===== config.mk =====
export PLATFORM = sky130hd
export DESIGN_NAME = div_ctrl_flat
export DESIGN_NICKNAME = d
export VERILOG_FILES = /design/src/rtl/div_ctrl_if.sv /design/src/rtl/div_ctrl.sv /design/src/flat_wrapper.sv
export SDC_FILE = /design/constraint.sdc
export NUM_CORES = 1
export LEC_CHECK = 0
export ABC_AREA = 1
export BUFFER_PORTS_ARGS = -buffer_cell sky130_fd_sc_hd__buf_2
export CORE_MARGIN = 2
export CORE_UTILIZATION = 55
export DETAILED_ROUTE_END_ITERATION = 8
export MAX_ROUTING_LAYER = met4
export PLACE_DENSITY = 0.75
export SYNTH_ARGS = -nofsm -noshare
export SYNTH_HDL_FRONTEND = slang
export SYNTH_SLANG_ARGS = --single-unit

===== constraint.sdc =====
create_clock -name clk -period 9.2 [get_ports clk]
set_input_delay 1.84 -clock clk [delete_from_list [all_inputs] [get_ports clk]]
set_output_delay 1.84 -clock clk [all_outputs]
set_load 0.005 [all_outputs]

===== src/rtl/div_ctrl_if.sv =====
// Handshake and data bundle between the pipeline and the divide controller.
// The pipeline side is the master; the controller is the slave.
interface div_ctrl_if;
  logic        start;
  logic        sign;
  logic [31:0] a;
  logic [31:0] b;
  logic        flush;
  logic        stall;
  logic        done;
  logic [31:0] hi_out;
  logic [31:0] lo_out;

  modport master (
    output start, sign, a, b, flush,
    input  stall, done, hi_out, lo_out
  );

  modport slave (
    input  start, sign, a, b, flush,
    output stall, done, hi_out, lo_out
  );
endinterface


===== src/rtl/div_ctrl.sv =====
// Multi-cycle 32-bit divider controller (DIV / DIVU).
// Restoring radix-2 core on operand magnitudes, sign fix-up applied to the
// final step so HI/LO are loaded on the edge that enters DONE.
//
//   state | meaning
//   ------+------------------------------------------------------------
//   IDLE  | waiting for start; stall follows start & ~flush
//   BUSY  | one restoring step per cycle, 32 steps, stall held high
//   DONE  | result on hi_out/lo_out, stall low; done pulses next cycle
//
// Timing for start sampled at edge k:
//   b != 0 : BUSY after edges k..k+31, DONE after k+32, done after k+33
//   b == 0 : DONE after edge k, done after k+1
module div_ctrl (
  input  logic     clk,
  input  logic     rst,
  div_ctrl_if.slave bus
);

  typedef enum logic [1:0] {
    IDLE = 2'd0,
    BUSY = 2'd1,
    DONE = 2'd2
  } state_t;

  state_t      state;
  logic [5:0]  cnt;
  logic [31:0] quo;
  logic [31:0] rem;
  logic [31:0] dvs;
  logic        sgn;
  logic        a_neg;
  logic        b_neg;
  logic        done_q;
  logic [31:0] hi_q;
  logic [31:0] lo_q;

  logic [31:0] abs_a;
  logic [31:0] abs_b;
  logic [32:0] rem_sh;
  logic [32:0] trial;
  logic        borrow;
  logic [31:0] rem_nxt;
  logic [31:0] quo_nxt;
  logic [31:0] quo_fix;
  logic [31:0] rem_fix;

  // Operand magnitudes; unsigned requests pass through untouched.
  always_comb begin
    abs_a = bus.a;
    abs_b = bus.b;
    if (bus.sign && bus.a[31]) abs_a = ~bus.a + 32'd1;
    if (bus.sign && bus.b[31]) abs_b = ~bus.b + 32'd1;
  end

  // One restoring step plus the sign fix-up of its result. The partial
  // remainder stays below the divisor, so the shifted value fits in 33 bits
  // and bit 32 of the trial difference is the borrow.
  always_comb begin
    rem_sh  = {rem, quo[31]};
    trial   = rem_sh - {1'b0, dvs};
    borrow  = trial[32];
    rem_nxt = borrow ? rem_sh[31:0] : trial[31:0];
    quo_nxt = {quo[30:0], ~borrow};
    quo_fix = quo_nxt;
    rem_fix = rem_nxt;
    if (sgn && (a_neg ^ b_neg)) quo_fix = ~quo_nxt + 32'd1;
    if (sgn && a_neg)           rem_fix = ~rem_nxt + 32'd1;
  end

  // Controller FSM with registered done and result outputs.
  always_ff @(posedge clk) begin
    if (rst) begin
      state  <= IDLE;
      cnt    <= 6'd0;
      quo    <= 32'd0;
      rem    <= 32'd0;
      dvs    <= 32'd0;
      sgn    <= 1'b0;
      a_neg  <= 1'b0;
      b_neg  <= 1'b0;
      done_q <= 1'b0;
      hi_q   <= 32'd0;
      lo_q   <= 32'd0;
    end else begin
      done_q <= 1'b0;
      if (bus.flush) begin
        state <= IDLE;
      end else begin
        case (state)
          IDLE: begin
            if (bus.start) begin
              sgn   <= bus.sign;
              a_neg <= bus.a[31];
              b_neg <= bus.b[31];
              if (bus.b == 32'd0) begin
                // Divide by zero: fixed result, no iterations.
                hi_q  <= bus.a;
                lo_q  <= 32'hFFFF_FFFF;
                state <= DONE;
              end else begin
                quo   <= abs_a;
                dvs   <= abs_b;
                rem   <= 32'd0;
                cnt   <= 6'd0;
                state <= BUSY;
              end
            end
          end
          BUSY: begin
            rem <= rem_nxt;
            quo <= quo_nxt;
            cnt <= cnt + 6'd1;
            if (cnt == 6'd31) begin
              hi_q  <= rem_fix;
              lo_q  <= quo_fix;
              state <= DONE;
            end
          end
          DONE: begin
            done_q <= 1'b1;
            state  <= IDLE;
          end
          default: state <= IDLE;
        endcase
      end
    end
  end

  assign bus.stall  = ((state == IDLE) && bus.start && !bus.flush) || (state == BUSY);
  assign bus.done   = done_q;
  assign bus.hi_out = hi_q;
  assign bus.lo_out = lo_q;

endmodule


===== src/flat_wrapper.sv =====
// flat-port wrapper written by rule: the top's interface ports become plain ports
module div_ctrl_flat 
  (clk, rst, bus_start, bus_sign, bus_a, bus_b, bus_flush, bus_stall, bus_done, bus_hi_out, bus_lo_out);
  div_ctrl_if bus_i ();
  input  logic clk;
  input  logic rst;
  input wire logic [$bits(bus_i.start)-1:0] bus_start;
  input wire logic [$bits(bus_i.sign)-1:0] bus_sign;
  input wire logic [$bits(bus_i.a)-1:0] bus_a;
  input wire logic [$bits(bus_i.b)-1:0] bus_b;
  input wire logic [$bits(bus_i.flush)-1:0] bus_flush;
  output wire logic [$bits(bus_i.stall)-1:0] bus_stall;
  output wire logic [$bits(bus_i.done)-1:0] bus_done;
  output wire logic [$bits(bus_i.hi_out)-1:0] bus_hi_out;
  output wire logic [$bits(bus_i.lo_out)-1:0] bus_lo_out;
  assign bus_i.start = bus_start;
  assign bus_i.sign = bus_sign;
  assign bus_i.a = bus_a;
  assign bus_i.b = bus_b;
  assign bus_i.flush = bus_flush;
  assign bus_stall = bus_i.stall;
  assign bus_done = bus_i.done;
  assign bus_hi_out = bus_i.hi_out;
  assign bus_lo_out = bus_i.lo_out;
  div_ctrl u_core (.clk(clk), .rst(rst), .bus(bus_i));
endmodule

==> results of run 1 <==
[final timing paths]
| kind | from | endpoint | slack (ps) | cells after the start |
|---|---|---|---|---|
| hold reg to reg | u_core.bus.lo_out[25]$_SDFFE_PP0P_ | u_core.bus.lo_out[25]$_SDFFE_PP0P_ | 460 | 2 |
| setup / recovery | u_core.dvs[0]$_SDFFE_PP0P_ | u_core.bus.lo_out[30]$_SDFFE_PP0P_ | 4260 | 25 |
| hold / removal | u_core.bus.lo_out[25]$_SDFFE_PP0P_ | u_core.bus.lo_out[25]$_SDFFE_PP0P_ | 460 | 2 |
| setup reg to reg | u_core.dvs[0]$_SDFFE_PP0P_ | u_core.bus.lo_out[30]$_SDFFE_PP0P_ | 4260 | 25 |
[Yosys cell counts, types with 6 or more instances]
library cell and count:
xnor2_1 19, a31oi_1 12, a32oi_1 8, nand4_1 20
o211ai_1 15, a211oi_1 21, nor2_1 203, o21ai_2 7
inv_2 9, o21bai_1 11, o31ai_1 6, inv_1 248
nor2_2 14, nand3_1 127, o21ai_0 147, a21oi_1 180
nor3_1 27, xor2_1 32, o21ai_1 10, a22oi_1 10
nand3b_1 10, a21boi_1 12, nor4_1 8, ha_1 37
nand2_2 23, buf_2 13, clkbuf_1 59, nand2_1 603
dfxtp_1 172
[registers in the layout, summed over array words and instances, names as in the netlist, 2 cells and up]
name	cells
u_core.bus.hi_out	32
u_core.bus.lo_out	32
u_core.cnt	6
u_core.dvs	32
u_core.quo	32
u_core.rem	32
u_core.state	2
[area by class of cell]
type | count | area share, %
Antenna cell | 1 | 0.0176
Clock buffer | 19 | 3.04
Clock inverter | 13 | 0.897
Inverter | 260 | 6.86
Multi-Input combinational cell | 1606 | 56.8
Sequential cell | 172 | 24.2
Tap cell | 319 | 2.81
Timing Repair Buffer | 147 | 5.40
[through the flow]
| stage | setup slack (ps) | utilization [%] | cell area (sq um) |
|---|---|---|---|
| after floorplan | 4990 | - | 12900 |
| after global placement | 4050 | 58.7 | 13700 |
| after detailed placement | 3890 | 58.7 | 13700 |
| after CTS | 4350 | 61.1 | 14200 |
| after global routing | 3830 | 61.2 | 14200 |
| final | 4260 | 61.2 | 14200 |
[worst max-delay path, stage by stage, from the launching register on]
cell and delay (ps):
dfxtp_1 390, ha_1 250, fa_1 380, inv_1 80, nand2_1 60, nand2_1 70, nand3_1 70, nand2_1 120
nand2_1 90, nand2_2 120, nand2_4 80, nand2_4 80, nand2_2 90, nand2_4 380, ha_1 320, nand4_1 180
nor3_1 370, nand3_1 270, o21ai_0 340, inv_1 100, nor2_1 190, o21ai_0 170, o21bai_1 230, a31oi_1 190
o31ai_1 90, a21oi_1 140
[logic make-up (layout without fill, tap and decap cells)]
| kind of cell | after synthesis | after routing |
|---|---|---|
| adders and majority gates | 38 | 38 |
| and+or+nand+nor | 1059 | 1059 |
| AOI/OAI and AO/OA | 455 | 455 |
| muxes | 3 | 3 |
| other | 0 | 1 |
| buffers and inverters | 346 | 439 |
| DFF | 172 | 172 |
| xor gates and xnor gates | 51 | 51 |
[power breakdown]
| part | internal, W | switching [W] | total (W) |
|---|---|---|---|
| registers | 0.000782 | 0.0000302 | 0.000812 |
| logic | 0.000164 | 0.000363 | 0.000527 |
| clock network | 0.000359 | 0.000355 | 0.000713 |
[per-layer routing]
layer / share of wire [%] / vias up / global-route usage, %
met5: 0 / - / -
met4: 2.4 / 0 / 10.1
met3: 8.3 / 71 / 6.42
met2: 44 / 579 / 51.9
met1: 45 / 6396 / 45.8
li1: - / 7096 / -
==> results_dict.tcl, run 1 <==
set metrics [dict create \
    start_util_pct 55.4 \
    post-place-cells 2504 \
    wire_per_inst_microns 16.1 \
    synth_fa_ha_area_share_pct 3.75 \
    cp-end-kind "flop" \
    grt_pass1_wl_microns 64600 \
    ys_warn_count 0 \
    grt_usage_pct 34.0 \
    core_sq_um 23300 \
    dr_total_vias 14100 \
    clock-sinks 172 \
    syn_nets 2231 \
    drtPass1Iterations 6 \
    synth_compound_area_share_pct 20.1 \
    cts_tree "yes" \
    power_w 0.00205 \
    grt_antenna_before_repair 1 \
    port_buffers 134 \
    powerDensity_nw_per_um2 144 \
    max-cap-violations 0 \
    grt_overflow 0 \
    fin_crit_sh_pct 53.6 \
    drc 0 \
    synth_top_family_by_area "simple AND/OR/NAND/NOR gates" \
    hold_path_class "reg -> reg" \
    critPathMaxFanout 39 \
    clock_path_buffers 2 \
    cts-hold-fix-buffers 0 \
    holdWs_ps 463 \
    dp_hpwl_microns 31000 \
    crit_required_ps 9580 \
    final_cells 2537 \
    async_flop_share_pct 0 \
    antenna_left 0 \
    synth_edf_count 0 \
    seq_area_frac_synth_pct 26.7 \
    synth_area_per_cell_sq_um 6.07 \
    synthCells 2124 \
    crit_type "reg -> reg" \
    period_needed_ps 4940 \
    irDropWorstVdd_uv 110 \
    final_common_cell "nand2_1" \
    synth_mux_area_share_pct 0.243 \
    setup_viol 0 \
    leakagePower_nw 7.13 \
    grt_max_degree 84 \
    htreeDepth 4 \
    first_global_vias 12600 \
    tns_ps 0 \
    ios 135 \
    fill_cells 2341 \
    clock.fmax_mhz 203 \
    synth_top_area_share_pct 26.7 \
    via_per_inst 5.57 \
    relSlewSlack_pct 16.7 \
    synth-seq-cells 172 \
    yosysUniqueCellTypes 57 \
    syn_area_sq_um 12900 \
    status "completed" \
    post_cts_resized 0 \
    clock-root-buffer "clkbuf_16" \
    clk_pin_slew_worst_paths_ps 80 \
    final_cell_mix "603 x nand2_1, 246 x inv_1, 199 x nor2_1, 180 x a21oi_1, 172 x dfxtp_1" \
    worst_slew_pin_slew_ps 1250 \
    drive_above_1_share_pct 11.6 \
    fp-row-count 56 \
    routed_wl_microns 40800 \
    die-height_microns 157 \
    clk_latency_ps 450 \
    numCtsBuffers 17 \
    die_x_microns 157 \
    slew_viol_final 0 \
    hold_viol_final 0 \
    fin_worst_skew_ps 16.3 \
    gp_congestion 0.996 \
    final_nets 2311 \
    post-cts-setup-buffers 0 \
    arrival_ps 5310 \
    yosys.area_share.xor_xnor_pct 3.47 \
    dr.first_iter.drc_count 1310 \
    synthSimpleGateAreaFrac_pct 35.0 \
    synthToLayoutAreaGrowth_pct 10.4 \
    rsz0062_at_grt "false" \
    synthTopCellsByArea "dfxtp_1 27%, nand2_1 18%, inv_1 7.2%, a21oi_1 7.0%, nor2_1 5.9%" \
    die_area_sq_um 24700 \
    multiInputGateArea_sq_um 8080 \
    synth_top_flop_cell "dfxtp_1" \
    yosys.area.top_type "dfxtp_1" \
    worstSetupStartpointType "flop" \
    seq_area_sq_um 3440 \
]
No activity file was read; power rests on OpenSTA's default activity.
==> run 2, diff against run 1 <==
Settings changed: ABC_AREA 1 to 0, CORE_UTILIZATION 55 to 54, PLACE_DENSITY 0.75 to 0.78.
Clock period 9.2 ns to 4 ns, I/O delays scaled along.
==> results_dict.tcl, run 2 <==
set metrics [dict create \
    synth-seq-cells 172 \
    clock.fmax_mhz 220 \
    worst_slew_pin_slew_ps 1310 \
    wire_per_inst_microns 17.5 \
    dr_total_vias 13100 \
    clk_latency_ps 450 \
    synth_top_flop_cell "dfxtp_1" \
    top_usage_layer "met2" \
    cts_tree "yes" \
    crit_buf_inv 2 \
    multiInputGateArea_sq_um 8100 \
    final_common_cell "buf_4" \
    fill_cells 1779 \
    use_met1_pct 42.9 \
    synthToLayoutAreaGrowth_pct 30.6 \
    syn_nets 1703 \
    first_global_vias 12300 \
    final_nets 2007 \
    status "complete, but fails checks" \
    grt_pass1_wl_microns 62000 \
    critPathMaxFanout 5 \
    synth_area_per_cell_sq_um 7.40 \
    final_cell_mix "251 x buf_4, 189 x nor2_1, 171 x dfxtp_1, 169 x nand2_1, 150 x a21oi_1" \
    drtPass1Iterations 6 \
    port_buffers 134 \
    drc 0 \
    seq_area_frac_synth_pct 29.1 \
    async_flop_share_pct 0 \
    path_cells "inv_1 > ha_4 > a21o_1 > a211o_1 > o211ai_1 > o31ai_2 > a311oi_2 > nor2_4 > inv_4 > nor2_4 > a21oi_4 > ha_4 > nand2_1 > or4_4 > nand4b_1 > a22oi_2 > and4_4 > a31oi_1 > xnor2_1 > a2111oi_2" \
    grt_overflow 0 \
    antenna_left 0 \
    drive_above_1_share_pct 26.2 \
    htreeDepth 4 \
    cpLargestDelayFamily "compound AO/OA/AOI/OAI gates" \
    grt_usage_pct 33.1 \
    synth_common_cells "192 x nor2_1, 175 x nand2_1, 172 x dfxtp_1, 158 x a21oi_1, 89 x clkbuf_1" \
    synth_mux_area_share_pct 1.44 \
    slowest_delay_ps 430 \
    leakagePower_nw 6.49 \
    crit_required_ps 4340 \
    hold-path-cell-count 2 \
    reg2reg_slack_ps -550 \
    dr.first_iter.drc_count 1173 \
    yosysUniqueCellTypes 71 \
    n_antenna_cell 0 \
    synth_edf_count 0 \
    dp_hpwl_microns 28900 \
    max-cap-violations 0 \
    r2r-start "u_core.dvs[5]$_SDFFE_PP0P_" \
    rsz0062_at_grt "true" \
    start_util_pct 54.6 \
    numCtsBuffers 17 \
    die_x_microns 152 \
    violations "negative setup slack" \
    grt_antenna_before_repair 0 \
    hold_path_class "reg -> reg" \
    pre_cts_ws_ps -678 \
    synth_top_family_by_area "compound AO/OA/AOI/OAI gates" \
    grt_max_degree 106 \
    critPathSlowestCell "or4_4" \
    clock-root-buffer "clkbuf_16" \
    grt_use_met2_pct 53.7 \
    synthTopCellsByArea "dfxtp_1 29%, a21oi_1 6.7%, nor2_1 6.1%, nand2_1 5.6%, xnor2_1 5.6%" \
    routed_wl_microns 38400 \
    synth_top_area_share_pct 29.1 \
    arrival_ps 4890 \
    r2r_end "u_core.bus.hi_out[28]$_SDFFE_PP0P_" \
    syn_area_sq_um 11800 \
    setup_viol 21 \
    grt_use_met3_pct 3.62 \
    die_area_sq_um 23100 \
    tns_ps -6100 \
    worstSetupStartpointType "flop" \
    crit_cells 20 \
    relSlewSlack_pct 11.9 \
    power_w 0.00482 \
    seq_area_sq_um 3440 \
    via_per_inst 5.99 \
    slew_viol_final 0 \
    yosysMostFrequentCell "nor2_1" \
    ys_warn_count 0 \
    cp-end-kind "flop" \
    synth_compound_area_share_pct 27.1 \
    core_sq_um 21600 \
    min-delay-start "u_core.dvs[31]$_SDFFE_PP0P_" \
    powerDensity_nw_per_um2 312 \
    ff2ff_path_depth 20 \
    clock-sinks 172 \
    yosys.area.top_type "dfxtp_1" \
    die-height_microns 152 \
    period_needed_ps 4550 \
    holdPathEnd "u_core.dvs[31]$_SDFFE_PP0P_" \
    fin_worst_skew_ps 18.3 \
    fin_crit_sh_pct 114 \
    yosys.area_share.xor_xnor_pct 9.86 \
    gp_congestion 0.953 \
    clock_path_buffers 2 \
    ios 135 \
    hold_viol_final 0 \
    clk_pin_slew_worst_paths_ps 80 \
    synthCells 1596 \
    crit_type "reg -> reg" \
    setup_ws_ps -553 \
    irDropWorstVdd_uv 306 \
    synthSimpleGateAreaFrac_pct 22.9 \
    synth_fa_ha_area_share_pct 4.09 \
    fp-row-count 54 \
]
-- run 2: changes by cell type in the layout (fill, tap and decap cells not counted), moves of 19 or more --
| cell | previous run | this run |
|---|---|---|
| xor2_1 | 32 | 58 |
| buf_4 | 13 | 251 |
| a211oi_1 | 21 | 65 |
| nand3_1 | 127 | 35 |
| a21oi_1 | 180 | 150 |
| nand2_2 | 23 | 4 |
| nand2_1 | 603 | 169 |
| o21ai_0 | 147 | 83 |
| inv_1 | 246 | 51 |
| xnor2_1 | 19 | 75 |
-- run 2: stage by stage --
step	area [sq um]	instances	utilization [%]	hold slack, ps
2_1_floorplan	12000	1596	-	445
3_3_place_gp	14500	2147	66.9	460
3_5_place_dp	14500	2147	66.9	467
4_1_cts	15300	2195	70.7	492
5_1_grt	15400	2193	71.4	513
6_report	15400	2193	71.4	492
-- run 2: cell type report --
class / count / area share [%]
clock inverter: 15 / 1.35
timing repair buffer: 393 / 17.5
inverter: 54 / 1.33
sequential: 172 / 22.3
tap: 280 / 2.27
multi-input combinational: 1262 / 52.5
clock buffer: 17 / 2.76
-- run 2: per-layer routing --
| layer | up-vias | routed length [microns] |
|---|---|---|
| met5 | - | 0 |
| met4 | 0 | 1190 |
| met3 | 98 | 2620 |
| met2 | 586 | 18000 |
| met1 | 6092 | 16700 |
| li1 | 6368 | - |
-- run 2: how the worst max path moves through the flow --
| stage | slack (ps) | startpoint | to |
|---|---|---|---|
| after floorplan | -770 | u_core.quo[31]$_SDFFE_PP0P_ | u_core.bus.hi_out[28]$_SDFFE_PP0P_ |
| after global placement | -520 | u_core.quo[31]$_SDFFE_PP0P_ | u_core.bus.hi_out[28]$_SDFFE_PP0P_ |
| after detailed placement | -680 | u_core.quo[31]$_SDFFE_PP0P_ | u_core.bus.hi_out[28]$_SDFFE_PP0P_ |
| after CTS | -610 | u_core.quo[31]$_SDFFE_PP0P_ | u_core.bus.hi_out[28]$_SDFFE_PP0P_ |
| after global routing | -750 | u_core.dvs[5]$_SDFFE_PP0P_ | u_core.bus.hi_out[28]$_SDFFE_PP0P_ |
| final | -550 | u_core.dvs[5]$_SDFFE_PP0P_ | u_core.bus.hi_out[28]$_SDFFE_PP0P_ |
-- run 2: cells by family (layout without fill, tap and decap cells) --
| logic type | Yosys count | in the layout |
|---|---|---|
| mux | 17 | 17 |
| buf+inv | 162 | 479 |
| xor+xnor | 133 | 133 |
| flops | 172 | 172 |
| simple gates | 579 | 579 |
| fa+ha+maj | 38 | 38 |
| compound gates | 495 | 495 |
-- run 2: where the power goes --
part | switching (W) | leakage (nW) | internal, W
clock network | 0.000901 | 0.303 | 0.000868
logic | 0.000678 | 4.78 | 0.000524
registers | 0.0000655 | 1.40 | 0.00178
-- run 2: repair_timing --
| item | CTS | global route |
|---|---|---|
| endpoints found under the setup margin | 22 | 60 |
| setup buffers | 39 | 6 |
| hold buffers | 0 | 0 |
| pin swaps | 30 | 28 |
| gates resized for setup | 18 | 33 |
| hold endpoints to repair | 0 | 0 |
-- run 2: worst register-to-register path, stage by stage, from the launching register on --
cell	delay, ps
dfxtp_1	340
inv_1	70
ha_4	240
a21o_1	190
a211o_1	310
o211ai_1	320
o31ai_2	140
a311oi_2	370
nor2_4	80
inv_4	110
nor2_4	50
a21oi_4	150
ha_4	170
nand2_1	50
or4_4	430
nand4b_1	250
a22oi_2	290
and4_4	280
a31oi_1	100
xnor2_1	200
a2111oi_2	310
==> run 3, diff against run 2 <==
Settings changed: REMOVE_ABC_BUFFERS set to 1.
==> results_dict.tcl, run 3 (same netlist as run 2, synthesis figures left out) <==
set metrics [dict create \
    status "complete, but fails checks" \
    violations "negative setup slack" \
    fin_util_pct 72.0 \
    first_global_vias 11800 \
    ff2ff_path_depth 22 \
    drive_above_1_share_pct 27.4 \
    cts-hold-fix-buffers 0 \
    period_needed_ps 4650 \
    clock.fmax_mhz 215 \
    fill_cells 1726 \
    slew_viol_final 0 \
    min-delay-start "u_core.state[0]$_SDFFE_PP0P_" \
    gp_congestion 0.980 \
    routed_wl_microns 37800 \
    grt_usage_pct 31.6 \
    grt_pass1_wl_microns 59100 \
    clkPwrFrac_pct 35.3 \
    port_buffers 134 \
    clock_path_buffers 2 \
    p_switching_w 0.00156 \
    core_sq_um 21600 \
    via_per_inst 5.97 \
    relSlewSlack_pct 27.5 \
    startpoint "u_core.quo[31]$_SDFFE_PP0P_" \
    place_area_sq_um 14200 \
    irDropWorstVdd_uv 296 \
    dr.first_iter.drc_count 1188 \
    p_int_w 0.00314 \
    cp-end-kind "flop" \
    fin_worst_skew_ps 12.9 \
    tns_ps -11470 \
    rsz0062_at_grt "true" \
    worst_slew_pin_slew_ps 1090 \
    synthToLayoutAreaGrowth_pct 31.8 \
    r2r_end "u_core.bus.hi_out[28]$_SDFFE_PP0P_" \
    swShare_pct 33.2 \
    drtPass1Iterations 6 \
    hold_viol_final 0 \
    fin_crit_sh_pct 116 \
    clk_latency_ps 450 \
    wire_per_inst_microns 17.2 \
    start_util_pct 54.6 \
    dp_hpwl_microns 27200 \
    fp-row-count 54 \
    critPathMaxFanout 5 \
    hold_path_class "reg -> reg" \
    grt_overflow 0 \
    setup_viol 42 \
    ios 135 \
    antenna_left 0 \
    die_area_sq_um 23100 \
    powerDensity_nw_per_um2 302 \
    p_comb_share_pct 25.4 \
    setup_ws_ps -646 \
    clock-sinks 172 \
    grt_max_degree 77 \
    p_seq_share_pct 39.3 \
    clock-root-buffer "clkbuf_16" \
    clk_pin_slew_worst_paths_ps 80 \
    path_cells "inv_2 > ha_4 > fa_2 > nand2b_4 > a21oi_4 > o211ai_1 > o31ai_2 > a31o_2 > nor2_4 > inv_4 > nor2_2 > a21oi_2 > ha_2 > nand2_1 > or4_4 > nand4b_1 > a22oi_1 > buf_4 > and4_4 > a31oi_4 > xnor2_2 > a2111oi_2" \
    final_common_cell "buf_4" \
    cts_tree "yes" \
    crit_type "reg -> reg" \
    max-cap-violations 0 \
    design_area_sq_um 15600 \
    crit_required_ps 4340 \
    hold-path-cell-count 1 \
    leakagePower_nw 6.50 \
    slowest_delay_ps 500 \
    final_cell_mix "236 x buf_4, 189 x nor2_1, 168 x dfxtp_1, 165 x nand2_1, 148 x a21oi_1" \
    reg2reg_slack_ps -650 \
    grt_antenna_before_repair 0 \
    holdPathEnd "u_core.bus.done$_SDFF_PP0_" \
    r2r-start "u_core.quo[31]$_SDFFE_PP0P_" \
    dr_total_vias 13100 \
    worstSetupStartpointType "flop" \
    arrival_ps 4990 \
    die_x_microns 152 \
    drc 0 \
    final_nets 2006 \
    htreeDepth 4 \
    numCtsBuffers 17 \
    critPathSlowestCell "or4_4" \
    die-height_microns 152 \
    n_antenna_cell 0 \
]
run 3: worst max-delay path: cells and delay by family (launching register included):
family / cells / cell delay (ps)
xor+xnor: 1 / 180
simple gates: 7 / 1270
fa+ha+maj: 3 / 710
buf+inv: 3 / 290
flops: 1 / 340
compound gates: 8 / 1720
run 3: power groups by stage:
| stage | registers [W] | clock network (W) | logic (W) |
|---|---|---|---|
| floorplan | 0.00187 | 0 | 0.000605 |
| global placement | 0.00188 | 0 | 0.00104 |
| detailed placement | 0.00188 | 0 | 0.00105 |
| CTS | 0.00184 | 0.00166 | 0.00110 |
| global route | 0.00186 | 0.00174 | 0.00130 |
| finish | 0.00185 | 0.00166 | 0.00119 |
run 3: how the worst max path moves through the flow:
| stage | to | slack (ps) | depth (start not counted) |
|---|---|---|---|
| 5_1_grt | u_core.bus.hi_out[28]$_SDFFE_PP0P_ | -850 | 21 |
| 2_1_floorplan | u_core.bus.hi_out[28]$_SDFFE_PP0P_ | -3150 | 22 |
| 6_report | u_core.bus.hi_out[28]$_SDFFE_PP0P_ | -650 | 22 |
| 3_3_place_gp | u_core.bus.hi_out[28]$_SDFFE_PP0P_ | -730 | 23 |
| 3_5_place_dp | u_core.bus.hi_out[28]$_SDFFE_PP0P_ | -940 | 21 |
| 4_1_cts | u_core.bus.hi_out[28]$_SDFFE_PP0P_ | -610 | 23 |
run 3: routing by layer:
metal  GRT usage (%)  up-vias  routed length, microns
met4            9.26        0                    1080
met2            51.5      537                   17900
met1            40.7     6079                   16200
met5               -        -                       0
li1                -     6383                       -
met3            4.76       86                    2590
run 3: layout make-up:
cell class              instances  area (sq um)  area share, %
clock inverters                14           149          0.956
clock buffers                  18           429           2.76
inverters                      54           205           1.32
multi-input cells            1262          8190           52.6
flip-flops and latches        172          3450           22.1
repair buffers                392          2800           18.0
well taps                     280           350           2.25
run 3: repair_timing:
action	CTS	global route
resized for setup	33	87
pin swaps	29	64
setup endpoints to repair	22	38
cloned	0	2
buffers inserted	4	25
run 3: stage by stage:
step / instances / hold slack, ps / setup slack (ps) / power [W]
2_1_floorplan: 1488 / 439 / -3150 / 0.00248
3_3_place_gp: 2130 / 437 / -729 / 0.00292
3_5_place_dp: 2130 / 441 / -938 / 0.00293
4_1_cts: 2166 / 453 / -610 / 0.00460
5_1_grt: 2192 / 496 / -854 / 0.00489
6_report: 2192 / 456 / -646 / 0.00470
